[config.mk]
export PLATFORM = sky130hd
export DESIGN_NAME = jk_bank_arbiter
export DESIGN_NICKNAME = d
export VERILOG_FILES = /design/src/rtl/jk_arb_pkg.sv /design/src/rtl/jk_bank_arbiter_rr_pick.sv /design/src/rtl/jk_bank_arbiter.sv
export SDC_FILE = /design/constraint.sdc
export NUM_CORES = 1
export LEC_CHECK = 0
export BUFFER_PORTS_ARGS = -buffer_cell sky130_fd_sc_hd__buf_2
export CAP_MARGIN = 20
export CORE_ASPECT_RATIO = 0.7
export CORE_MARGIN = 4
export CORE_UTILIZATION = 23
export CTS_CLUSTER_SIZE = 28
export DETAILED_ROUTE_END_ITERATION = 7
export GPL_ROUTABILITY_DRIVEN = 0
export GPL_TIMING_DRIVEN = 0
export HOLD_SLACK_MARGIN = 0.06
export MAX_ROUTING_LAYER = met4
export PLACE_DENSITY = 0.42
export SLEW_MARGIN = 20
export SYNTH_ARGS = -nofsm -noshare
export SYNTH_HDL_FRONTEND = slang
export SYNTH_SLANG_ARGS = --single-unit
[constraint.sdc]
create_clock -name clk -period 5.7 [get_ports clk]
set_input_delay 0.57 -clock clk [delete_from_list [all_inputs] [get_ports clk]]
set_output_delay 0.57 -clock clk [all_outputs]
set_load 0.02 [all_outputs]
[src/rtl/jk_arb_pkg.sv]
// Shared encodings for the JK bank arbiter: {j,k} op codes and arbiter FSM states.
package jk_arb_pkg;

    localparam logic [1:0] JK_HOLD = 2'b00;
    localparam logic [1:0] JK_CLR  = 2'b01;
    localparam logic [1:0] JK_SET  = 2'b10;
    localparam logic [1:0] JK_TGL  = 2'b11;

    typedef enum logic {
        ST_IDLE,
        ST_LOCKED
    } arb_state_t;

endpackage

[src/rtl/jk_bank_arbiter_rr_pick.sv]
// Combinational round-robin picker: one-hot grant for the first valid bit at or after ptr.
module rr_pick #(
    parameter int unsigned NREQ = 4,
    parameter int unsigned PW   = (NREQ > 1) ? $clog2(NREQ) : 1
) (
    input  logic [NREQ-1:0] valid,
    input  logic [PW-1:0]   ptr,
    output logic [NREQ-1:0] grant
);

    logic found;

    always_comb begin
        grant = '0;
        found = 1'b0;
        for (int unsigned k = 0; k < NREQ; k++) begin
            if (!found && valid[(32'(ptr) + k) % NREQ]) begin
                grant[(32'(ptr) + k) % NREQ] = 1'b1;
                found = 1'b1;
            end
        end
    end

endmodule

[src/rtl/jk_bank_arbiter.sv]
// Round-robin arbiter/sequencer that is the sole writer of a shared JK bit bank.
// Optional JK_ARB_TOGGLE_CNT_EN adds a saturating count of applied in-range toggles.
module jk_bank_arbiter
    import jk_arb_pkg::*;
#(
    parameter int unsigned NREQ  = 4,
    parameter int unsigned NBITS = 8,
    parameter int unsigned IDXW  = (NBITS > 1) ? $clog2(NBITS) : 1
) (
    input  logic                                  clk,
    input  logic                                  reset,
    input  logic [NREQ-1:0]                       req_valid,
    output logic [NREQ-1:0]                       req_ready,
    input  logic [NREQ*IDXW-1:0]                  req_idx,
    input  logic [NREQ*2-1:0]                     req_op,
    input  logic [NREQ-1:0]                       req_lock,
    output logic [NBITS-1:0]                      q,
    output logic                                  done,
    output logic [((NREQ > 1) ? $clog2(NREQ) : 1)-1:0] done_id,
`ifdef JK_ARB_TOGGLE_CNT_EN
    output logic [15:0]                           toggle_cnt,
`endif
    output logic                                  err
);

    localparam int unsigned IDW = (NREQ > 1) ? $clog2(NREQ) : 1;

    arb_state_t      state, state_nx;
    logic [IDW-1:0]  rr_ptr, owner, win, ptr_nx;
    logic [IDW-1:0]  win_inc, owner_inc;
    logic [NREQ-1:0] pick, ready;
    logic            hs, wlock, inrange, ptr_ld, owner_ld;
    logic [IDXW-1:0] widx;
    logic [1:0]      wop;

    rr_pick #(.NREQ(NREQ), .PW(IDW)) u_pick (
        .valid (req_valid),
        .ptr   (rr_ptr),
        .grant (pick)
    );

    // Ready depends only on valid/state/pointer/owner, never on the command payload.
    always_comb begin
        ready = '0;
        if (state == ST_IDLE) begin
            ready = pick;
        end else begin
            ready[owner] = req_valid[owner];
        end
    end

    assign req_ready = ready;

    always_comb begin
        win = '0;
        for (int unsigned r = 0; r < NREQ; r++) begin
            if (ready[r]) win = IDW'(r);
        end
    end

    assign hs        = |(ready & req_valid);
    assign widx      = req_idx[win*IDXW +: IDXW];
    assign wop       = req_op[win*2 +: 2];
    assign wlock     = req_lock[win];
    assign inrange   = (32'(widx) < NBITS);
    assign win_inc   = (32'(win) == NREQ - 1) ? '0 : win + 1'b1;
    assign owner_inc = (32'(owner) == NREQ - 1) ? '0 : owner + 1'b1;

    always_comb begin
        state_nx = state;
        ptr_ld   = 1'b0;
        ptr_nx   = rr_ptr;
        owner_ld = 1'b0;
        case (state)
            ST_IDLE: begin
                if (hs) begin
                    ptr_ld = 1'b1;
                    ptr_nx = win_inc;
                    if (wlock) begin
                        state_nx = ST_LOCKED;
                        owner_ld = 1'b1;
                    end
                end
            end
            ST_LOCKED: begin
                // Owner dropping valid spends this cycle grant-free and releases the lock.
                if (!req_valid[owner] || !wlock) begin
                    state_nx = ST_IDLE;
                    ptr_ld   = 1'b1;
                    ptr_nx   = owner_inc;
                end
            end
            default: state_nx = ST_IDLE;
        endcase
    end

    always_ff @(posedge clk) begin
        if (reset) begin
            state   <= ST_IDLE;
            rr_ptr  <= '0;
            owner   <= '0;
            q       <= '0;
            done    <= 1'b0;
            done_id <= '0;
            err     <= 1'b0;
        end else begin
            state <= state_nx;
            if (ptr_ld)   rr_ptr <= ptr_nx;
            if (owner_ld) owner  <= win;
            done <= hs;
            err  <= hs && !inrange;
            if (hs) done_id <= win;
            if (hs && inrange) begin
                case (wop)
                    JK_CLR:  q[widx] <= 1'b0;
                    JK_SET:  q[widx] <= 1'b1;
                    JK_TGL:  q[widx] <= ~q[widx];
                    default: q[widx] <= q[widx];
                endcase
            end
        end
    end

`ifdef JK_ARB_TOGGLE_CNT_EN
    always_ff @(posedge clk) begin
        if (reset) begin
            toggle_cnt <= '0;
        end else if (hs && inrange && wop == JK_TGL && toggle_cnt != '1) begin
            toggle_cnt <= toggle_cnt + 16'd1;
        end
    end
`endif

endmodule
==> summary.md <==
| Metric | Value |
|---|---|
| Fin worst setup slack | 0.755 ns |
| Buf/Inv on CP | 3 |
| IO Pins | 46 |
| Die ar. | 0.00797 sq mm |
| Root Driver | clkbuf_8 |
| Num rows | 24 |
| Initial Util | 24.0% |
| Met3 wire length | 324 um |
| WL final | 5.00 mm |
| Synth async-reset ratio | 0% |
| Worst path arrival time | 5.10 ns |
| Slowest stage delay, CP | 0.84 ns |
| Delay-heaviest family, CP | compound AO/OA/AOI/OAI gates |
| Area of the multi-input gates | 0.00112 sq mm |
| Fin Hold WS | 0.509 ns |
| Prevailing post-synth register cell | dfxtp_1 |
| CTS clock-pin slew for the worst setup and hold paths | 0.07 ns |
| Largest net degree at the start of global routing | 11 |
| Syn nets | 221 |
| Setup tns final | 0 ns |
| Detail-routed via count per cell | 5.14 |
| Clock skew | 0.00162 ns |
| Post-DP HPWL | 3.99 mm |
| Crit path cell chain | buf_2 -> inv_1 -> ha_1 -> mux4_2 -> nor2b_1 -> a221o_1 -> o21bai_4 -> inv_2 -> o311ai_4 -> nand2_1 -> a2111oi_0 -> nor4bb_1 -> mux2_4 -> a311oi_1 |
| Min cycle time layout | 4.94 ns |
| Final hold violations | 0 |
| Crit share post-route | 86.7% |
| Cells after Synth | 181 |
| CTS max path bufs | 2 |
| Synth cell types | 48 |
| Crit path max fanout | 10 |
| Kind of critical path | flop to flop |
| Total chip power | 0.00135 W |
| Antenna violations before repair | 0 |
| Leakage | 0.825 nW |
| GRT Overall Usage | 12.5% |
| Hold_buf cts | 0 |
| Max Clk Rate | 202 MHz |
| Sequential-to-total area share from yosys stat | 21.1% |
| Commonest non-fill, non-tap cell in the layout | buf_2 |
| First-pass GRT wire length | 7.92 mm |
| Reg area | 320 sq um |
| Die height | 75.9 um |
| PortBufs | 44 |
| Number of DRC markers in iteration 0 | 139 |
| CTS Sinks | 16 |
| Status | finished, final reports clean |
| Via count | 1578 |
| Post-synth EDFFs | 0 |
| TritonCTS buffer count | 3 |
| Filler cells | 693 |
| Critical Path Sink Type | flop |
| DR top layer | met4 |
| Syn_area_per_cell | 8.37 sq um |
| Post-CTS Setup Inserts | 0 |
| Global route overflow | 0 |
| Max-cap violation count | 0 |
| Worst Tran Pin Value | 0.895 ns |
| Unrepaired setup endpoints after global routing | no |
| Syn-to-layout area delta | 24.6% |
| Place WS | 0.884 ns |
| DRC | 0 |
| End-of-flow core utilization | 29.9% |
| H-tree levels | 1 |
| Met1 WL | 2.73 mm |
| CTS tree | done |
| Post-CTS Resized | 0 |
| Critical Path Source Type | flop |
| Slew Limit Headroom | 38.8% |
| Register bit total from synthesis | 16 |
| Slowest cell on crit path | a2111oi_0 |
| Setup violations, final | 0 |
| Routed WL per cell | 16.3 um |
| Syn Std Cell Area | 0.00152 sq mm |
| Most frequent cells in the layout | buf_2, nor2_1, a21oi_1, dfxtp_1, nand2_1 |
| Core Region | 0.00631 sq mm |
| HP Class | flop to flop |
| Vias in the first global route | 1411 |
| Antenna Violating Nets Remaining | 0 |
| DIE WIDTH | 105 um |
| Cell Pwr Density | 713 mW/mm^2 |
| Synth warnings | 0 |
| Met2 routed WL | 1.93 mm |
| Maximum vdd ir drop | 0.250 mV |
| Final Max Slew Viols | 0 |
| Fraction of layout cells with a size suffix above 1 | 30.1% |
| 1st-pass router iterations | 6 |
| Skew-Pair Late Insertion Delay | 0.25 ns |
| NumNets Final | 270 |
| ANT cells | 0 |
| Worst Path Required | 5.86 ns |
[report_power, final]
group / switching, W / total, W / leakage, nW / internal [W]
clock: 0.0000421 / 0.000103 / 0.0288 / 0.0000613
sequential: 0.0000415 / 0.000196 / 0.131 / 0.000155
combinational: 0.000656 / 0.00105 / 0.665 / 0.000391
total: 0.000740 / 0.00135 / 0.825 / 0.000607
[per-stage QoR]
| stage | area (sq um) | cells |
|---|---|---|
| 2_1_floorplan | 1520 | 181 |
| 3_3_place_gp | 1830 | 303 |
| 3_5_place_dp | 1830 | 303 |
| 4_1_cts | 1890 | 307 |
| 5_1_grt | 1890 | 307 |
| 6_report | 1890 | 307 |
[worst reg2reg max path, delay by kind of cell, from the launching register on]
family          cells  cell delay (ns)
fa+ha+maj           1             0.34
simple gates        3             0.50
mux                 2             0.80
compound gates      5             2.26
flops               1             0.43
buf+inv             3             0.54
[cells in the mapped netlist (2+ instances only)]
cell       instances  area, sq um
a21boi_0           3         22.5
a311oi_1           7         61.3
o21ai_0            5         25.0
and3_1             2         12.5
a211o_1            3         26.3
nor4bb_1           2         20.0
buf_2              3         15.0
inv_1              7         26.3
nand2_1           14         52.6
nor2b_1            5         31.3
a221o_1            2         20.0
mux4_2             5          113
buf_4              2         15.0
ha_1              10          125
and2_1             2         12.5
or2_2              2         12.5
a2111oi_0          2         17.5
dfxtp_1           16          320
a211oi_1           6         45.0
nand3_1            3         15.0
a21oi_1           17         85.1
mux2_2             2         22.5
nor2_1            22         82.6
nor3_1             6         30.0
a21o_1             2         15.0
inv_2              2         7.51
clkbuf_1           2         7.51
mux2i_1            7         70.1
[logic make-up after synthesis]
group / count (synthesis) / synth area share, %
AND/OR/NAND/NOR: 64 / 21.3
AO/OA/AOI/OAI: 59 / 29.8
buffers and inverters: 16 / 4.71
flip-flops: 16 / 21.1
multiplexers: 15 / 14.5
adder cells (fa/ha/maj): 10 / 8.26
other: 1 / 0.247
[final cells by class]
type,instances,share of cell area [%]
multi-input cells,149,59.5
flip-flops and latches,16,17.0
repair buffers,44,11.7
well taps,78,5.17
clock buffers,4,2.92
plain buffers,7,1.99
inverters,9,1.79
[path summary, 6_finish.rpt]
kind | start | endpoint | slack (ns) | cells past startpoint
max | rr_ptr[0]$_SDFFE_PP0P_ | flop | 0.76 | 14
min | done_id[0]$_SDFFE_PP0P_ | done_id[0]$_SDFFE_PP0P_ | 0.51 | 2
max reg2reg | rr_ptr[0]$_SDFFE_PP0P_ | flop | 0.76 | 14
min reg2reg | done_id[0]$_SDFFE_PP0P_ | done_id[0]$_SDFFE_PP0P_ | 0.51 | 2
[routing by layer]
layer | up-vias | track usage, %
met4 | 0 | 1.18
met5 | - | -
met1 | 736 | 20.5
met2 | 55 | 15.7
li1 | 785 | -
met3 | 2 | 2.55
Note: power is estimated with default switching activity, not from simulation.
